**config.mk**
```make
export PLATFORM = sky130hd
export DESIGN_NAME = cic_interp_param
export DESIGN_NICKNAME = d
export VERILOG_FILES = /design/src/rtl/cic_interp_param.sv
export SDC_FILE = /design/constraint.sdc
export NUM_CORES = 1
export LEC_CHECK = 0
export BUFFER_PORTS_ARGS = -buffer_cell sky130_fd_sc_hd__clkbuf_2
export CORE_ASPECT_RATIO = 1.25
export CORE_MARGIN = 8
export CORE_UTILIZATION = 40
export DETAILED_ROUTE_END_ITERATION = 7
export HOLD_SLACK_MARGIN = 0.1
export SLEW_MARGIN = 20
export SYNTH_ARGS = -nofsm -noshare
export SYNTH_HDL_FRONTEND = slang
export SYNTH_SLANG_ARGS = --single-unit
```
**constraint.sdc**
```tcl
create_clock -name clk -period 3.7 [get_ports clk]
set_input_delay 0.74 -clock clk [delete_from_list [all_inputs] [get_ports clk]]
set_output_delay 0.74 -clock clk [all_outputs]
set_load 0.02 [all_outputs]
```
**src/rtl/cic_interp_param.sv**
```systemverilog
// Parametrised CIC interpolator: N combs, R-fold zero-stuffing upsampler, N integrators, input-ready throttle.
// Optional macro CIC_ROUND_EN: round-half-up by (N-1)*log2(R), saturate to Win bits, one extra output register.
module cic_interp_param #(
    parameter int Win = 16,
    parameter int Wg  = 22,
    parameter int N   = 3,
    parameter int R   = 4
) (
    input  logic                     clk,
    input  logic                     rst,
    input  logic signed [Win-1:0]    i_data,
    input  logic                     val_in,
    output logic                     in_rdy,
`ifdef CIC_ROUND_EN
    output logic signed [Win-1:0]    o_data,
`else
    output logic signed [Win+Wg-1:0] o_data,
`endif
    output logic                     val_out
);
    localparam int Wf = Win + Wg;
    localparam int Wc = Win + N;
    localparam int GW = $clog2(R);

    logic [GW-1:0] r_gap;
    logic          w_accept;

    assign in_rdy   = (r_gap == '0);
    assign w_accept = val_in && in_rdy;

    // Gap counter: one accept per R clocks keeps the upsampler phase free of collisions
    always_ff @(posedge clk or negedge rst) begin
        if (!rst) begin
            r_gap <= '0;
        end else if (w_accept) begin
            r_gap <= GW'(R - 1);
        end else if (r_gap != '0) begin
            r_gap <= r_gap - GW'(1);
        end
    end

    // Stage p0: input register
    logic signed [Win-1:0] r_in_p0;
    logic                  r_vld_p0;

    always_ff @(posedge clk or negedge rst) begin
        if (!rst) begin
            r_in_p0  <= '0;
            r_vld_p0 <= 1'b0;
        end else begin
            r_vld_p0 <= w_accept;
            if (w_accept) begin
                r_in_p0 <= i_data;
            end
        end
    end

    // Comb chain: stage k is Win+k bits wide, carried on a common Wc-bit bus
    logic signed [Wc-1:0] w_comb_dat [0:N];
    logic                 w_comb_vld [0:N];

    assign w_comb_dat[0] = Wc'(r_in_p0);
    assign w_comb_vld[0] = r_vld_p0;

    for (genvar k = 1; k <= N; k++) begin : g_comb
        localparam int W = Win + k;
        logic signed [W-2:0] w_x;
        logic signed [W-2:0] r_prev;
        logic signed [W-1:0] r_y;
        logic                r_vld;

        assign w_x = (W-1)'(w_comb_dat[k-1]);

        always_ff @(posedge clk or negedge rst) begin
            if (!rst) begin
                r_prev <= '0;
                r_y    <= '0;
                r_vld  <= 1'b0;
            end else begin
                r_vld <= w_comb_vld[k-1];
                if (w_comb_vld[k-1]) begin
                    r_y    <= W'(w_x) - W'(r_prev);
                    r_prev <= w_x;
                end
            end
        end

        assign w_comb_dat[k] = Wc'(r_y);
        assign w_comb_vld[k] = r_vld;
    end

    // Stage p1: upsampler, sample on phase 0 then R-1 zeros
    logic signed [Wf-1:0] r_up_p1;
    logic                 r_vld_p1;
    logic [GW-1:0]        r_phase;

    always_ff @(posedge clk or negedge rst) begin
        if (!rst) begin
            r_up_p1  <= '0;
            r_vld_p1 <= 1'b0;
            r_phase  <= '0;
        end else if (w_comb_vld[N]) begin
            r_up_p1  <= Wf'(w_comb_dat[N]);
            r_vld_p1 <= 1'b1;
            r_phase  <= GW'(1);
        end else if (r_phase != '0) begin
            r_up_p1  <= '0;
            r_vld_p1 <= 1'b1;
            r_phase  <= (r_phase == GW'(R - 1)) ? '0 : r_phase + GW'(1);
        end else begin
            r_vld_p1 <= 1'b0;
        end
    end

    // Integrator chain: modular Wf-bit accumulators, advancing only on valid
    logic signed [Wf-1:0] w_int_dat [0:N];
    logic                 w_int_vld [0:N];

    assign w_int_dat[0] = r_up_p1;
    assign w_int_vld[0] = r_vld_p1;

    for (genvar k = 1; k <= N; k++) begin : g_integ
        logic signed [Wf-1:0] r_acc;
        logic                 r_vld;

        always_ff @(posedge clk or negedge rst) begin
            if (!rst) begin
                r_acc <= '0;
                r_vld <= 1'b0;
            end else begin
                r_vld <= w_int_vld[k-1];
                if (w_int_vld[k-1]) begin
                    r_acc <= r_acc + w_int_dat[k-1];
                end
            end
        end

        assign w_int_dat[k] = r_acc;
        assign w_int_vld[k] = r_vld;
    end

`ifdef CIC_ROUND_EN
    localparam int                S    = (N - 1) * $clog2(R);
    localparam logic signed [Wf:0] RND  = (S > 0) ? ((Wf+1)'(1) <<< (S > 0 ? S - 1 : 0)) : '0;
    localparam logic signed [Wf:0] MAXV = {{(Wf + 2 - Win){1'b0}}, {(Win - 1){1'b1}}};
    localparam logic signed [Wf:0] MINV = {{(Wf + 2 - Win){1'b1}}, {(Win - 1){1'b0}}};

    function automatic logic signed [Win-1:0] round_sat(input logic signed [Wf-1:0] x);
        logic signed [Wf:0] t;
        t = ((Wf+1)'(x) + RND) >>> S;
        if (t > MAXV) begin
            return Win'(MAXV);
        end else if (t < MINV) begin
            return Win'(MINV);
        end
        return Win'(t);
    endfunction

    // Stage p2: normalised, saturated output register
    logic signed [Win-1:0] r_out_p2;
    logic                  r_vld_p2;

    always_ff @(posedge clk or negedge rst) begin
        if (!rst) begin
            r_out_p2 <= '0;
            r_vld_p2 <= 1'b0;
        end else begin
            r_vld_p2 <= w_int_vld[N];
            if (w_int_vld[N]) begin
                r_out_p2 <= round_sat(w_int_dat[N]);
            end
        end
    end

    assign o_data  = r_out_p2;
    assign val_out = r_vld_p2;
`else
    assign o_data  = w_int_dat[N];
    assign val_out = w_int_vld[N];
`endif

endmodule

```
# Yosys cells after proc, flatten, opt, wreduce, memory -nomap -nowiden
# Cells that the tools add are included.
# totals
reg_bits,285
inputBits,19
out_inout_bits,40
word_cells,45
# op_classes
addsub,8
n_eq_ne,1
n_mux,9
n_reduce_logical,6
# op_table
operator,n
$add A38 B38 Y38,3
$mux W38,2
$sub A18 B18 Y19,1
$sub A17 B17 Y18,1
$sub A16 B16 Y17,1
$mux W2,5
$reduce_bool A2 Y1,4
$add A2 B1 Y2 const B,1
$eq A2 B2 Y1 const B,1
$logic_not A2 Y1,1
$mux W1,2
$sub A2 B1 Y2 const B,1
$logic_and A1 B1 Y1,1

# Depth between registers and ports, before layout
# logic_depth
ltp_word,4
depth_mapped,13
mapped_depth_nobuf,13

# Worst setup path before layout
# Ideal clock, no wire load.
# synth_path
kind,register to register
from,reg g_integ[1].r_acc[0]
to,reg g_integ[1].r_acc[34]
setup_ns,0.125
t_arrival_ns,2.896
required_time_ns,3.575
slack_ns,0.680
path_stages_with_launch,14
n_path_buf,0
synth_period_minus_slack_ns,3.020
cell_sequence,dfrtp_1 ha_1 inv_1 fa_1 nand2b_1 a211oi_1 nor3_2 o21ai_2 a211o_1 a221oi_2 o41ai_1 a221oi_2 xnor2_1 mux2_2
# synth_between
elab_chain_len,1
# synth_rtl
element,line_no,source
from (decl),123,logic signed [Wf-1:0] r_acc;
from (signal assigned),133,r_acc <= r_acc + w_int_dat[k-1];
$add A38 B38 Y38,133,
# Every way passes these cells.
# A chain may end at the register's enable or synchronous reset.

# Worst setup path in the final report
# layout_path
from,reg g_integ[1].r_acc[0]
to,reg g_integ[2].r_acc[36]
# layout_between
elab_chain_len,1
# layout_rtl
element,line_no
$add A38 B38 Y38,133
to (signal assigned),133
to (decl),123
# Every way passes these cells.

==> out/metrics.yaml <==
logic_synthesis:
  synth-xor-area-share_pct: 6.719
  ys_seq_area_share_pct: 37.83
  synth_fa_ha_area_share_pct: 12.41
  ys_types: 69
  netlist_instances: 1820
  synthesis.area_sq_um: 17600
  synth.area.top_cells: "dfrtp_1, ha_1, mux2_2"
  synth_top_family_by_area: "compound AO/OA/AOI/OAI gates"
  synth_ff_type: "dfrtp_1"
  syn-num-nets: 2010
  muxShareOfSynthArea_pct: 9.670
  synthArstFlopShare_pct: 100.0
  synth-edff-count: 0
  yosys_warnings: 0
  synth_compound_area_share_pct: 19.59
  netlist.area_leader.share_pct: 37.83
  synth_largest_area_cell: "dfrtp_1"
  synth_simple_gate_area_share_pct: 10.09
  ys_seq_elements: 266
  synth.avg_cell_area_sq_um: 9.669
clock_tree:
  cts_max_path_buffers: 3
  clk_pin_slew_ns: 0.06
  clk_latency_ns: 0.59
  ctsResizeCount: 0
  postCtsSetupRepairBufs: 0
  cts_sinks: 266
  cts_made_buffers: 30
  cts_tree: "yes"
  clockRootBuffer: "clkbuf_16"
  htreeDepth: 1
  holdBufCountCts: 0
placement:
  io_buffers: 58
  gp_congestion: 0.8600
  hpwl_um: 27940
sta:
  hold_violations: 0
  slew_viol_final: 0
  fin_crit_sh_pct: 92.06
  tightest_slew_ns: 0.7730
  fin_crit_ns: 3.406
  fmax_mhz: 293.6
  rsz0062_at_grt: "false"
  skew_ns: 0.03120
  fin_tns_setup_ns: 0
  relSlewSlack_pct: 48.47
  hold_slack_ns: 0.1666
  setup_viol: 0
floorplan:
  start_util_pct: 40.18
  die_area_sq_um: 51000
  rows: 86
  core_area_sq_um: 43790
  die_w_um: 203.6
  die_y_um: 250.5
  ios: 59
global_route:
  grt_use_met1_pct: 17.16
  busiest_layer: "met2"
  antenna_found_initial: 0
  global_route.overflow_total: 0
  grt_pass1_wl_um: 63370
  grt_max_degree: 91
  gr-usage-all-layers_pct: 14.38
  grtUsageMet3_pct: 2.262
  grt_pass1_vias: 13350
  grt_util_met2_pct: 26.15
cells_and_area:
  finalNetCount: 2058
  antenna_cells: 0
  n_fill_cell: 4162
  layout-drive-gt1-share_pct: 15.75
  synthToLayoutAreaGrowth_pct: 11.90
status:
  outcome: "completed"
routing:
  ant_nets: 0
  wl_per_cell_um: 14.80
  drc: 0
  first_pass_iters: 4
  drt_iter0_markers: 598
  wl_um: 36470
  routed_via_density: 5.291
  num_vias: 13040
critical_path:
  critPathLaunchType: "register"
  reg2reg_depth: 13
  cp-end-kind: "register"
  crit_type: "reg -> reg"
  worstPathArrival_ns: 3.86
  crit_required_ns: 4.15
  path_max_fanout: 3
job:
  max-cap-violations: 0
worst_hold_path:
  min_path_type: "in -> async"
critical path, cell delays in order (launching register included):
cell and delay (ns):
dfrtp_1 0.41, ha_1 0.24, inv_1 0.08, fa_1 0.22
nor2b_1 0.07, o31a_1 0.29, o311ai_2 0.36, o21ai_1 0.20
a31oi_1 0.38, o21ai_0 0.17, a21oi_1 0.25, o21ai_0 0.16
xor2_1 0.16, mux2_2 0.27
metrics by stage:
stage	util, %	cell area (sq um)	cells	setup slack, ns
final	44.96	19690	2464	0.2939
after global routing	44.96	19690	2464	0.08834
after CTS	44.96	19690	2464	0.2990
after detailed placement	42.39	18560	2408	0.3592
after global placement	42.39	18560	2408	0.4199
after floorplan	-	17600	1820	0.6796
layout make-up:
type	instances	area, sq um	area share, %
clock buffers	41	862.1	4.378
clock inverters	15	265.3	1.347
inverters	109	409.1	2.078
multi-input cells	1381	10290	52.26
flip-flops and latches	266	6658	33.81
well taps	572	715.7	3.635
repair buffers	80	490.5	2.491
cell families (layout without fill, tap and decap cells):
group                    Yosys count  in the layout
multiplexers                     152            152
buffers and inverters            173            245
flip-flops                       266            266
AND/OR/NAND/NOR                  390            390
adder cells (fa/ha/maj)          171            171
AO/OA/AOI/OAI                    533            533
XOR/XNOR                         135            135
Yosys cell counts, drive strengths merged, types with 7 or more instances:
cell type and instances:
nand2 165, a211oi 11, nand2b 15, nand3 16, nand4 23, xor2 44, a21o 86, nor2 87
o21a 21, clkbuf 60, dfrtp 266, o21ai 130, a21boi 12, inv 107, nor3 25, xnor2 91
a21oi 142, mux2 144, nor2b 26, ha 165, or3 7, o31a 8, a31oi 24, mux2i 8
a22o 17, o31ai 12, o21bai 22
flip-flops by register name, summed over array words and instances, names as in the netlist, 2 cells and up:
| signal | count |
|---|---|
| g_integ.r_acc | 76 |
| r_gap | 2 |
| g_comb.r_y | 54 |
| g_comb.r_prev | 51 |
| r_phase | 2 |
| r_up_p1 | 19 |
| o_data | 38 |
| g_comb.w_x | 16 |
| g_comb.r_vld | 3 |
| g_integ.r_vld | 2 |
path summary, 6_finish.rpt:
path,start,to,slack [ns]
max reg2reg,g_integ[1].r_acc[0],g_integ[2].r_acc[36],0.29
min reg2reg,o_data[37],o_data[37],0.48
max in group asynchronous,rst,g_integ[1].r_acc[29],2.55
min,rst,o_data[2],0.17
min in group clk,i_data[0],g_comb[1].w_x[0],0.35
max,g_integ[1].r_acc[0],g_integ[2].r_acc[36],0.29
per-layer routing:
metal / wire length (um) / up-vias
met3: 1151 / 58
met1: 16260 / 6180
met5: 0 / -
met4: 862 / 0
li1: - / 6643
met2: 18200 / 155
layout by cell type, fill, tap and decap left out, types with 20 or more instances in the layout:
cell | Yosys | final
a21o_1 | 86 | 86
a21oi_1 | 141 | 141
a31oi_1 | 23 | 23
buf_4 | 0 | 20
clkbuf_16 | 0 | 30
clkbuf_2 | 0 | 57
dfrtp_1 | 266 | 265
ha_1 | 165 | 165
inv_1 | 107 | 107
mux2_2 | 144 | 144
nand2_1 | 165 | 165
nand4_1 | 23 | 23
nor2_1 | 87 | 87
nor2b_1 | 26 | 26
nor3_1 | 24 | 24
o21a_1 | 20 | 20
o21ai_0 | 125 | 125
o21bai_1 | 22 | 22
xnor2_1 | 91 | 91
xor2_1 | 44 | 44
Power is left out: the tool's default activity adds up to more than one toggle a clock period on the data nets, which glitch-free logic cannot reach.
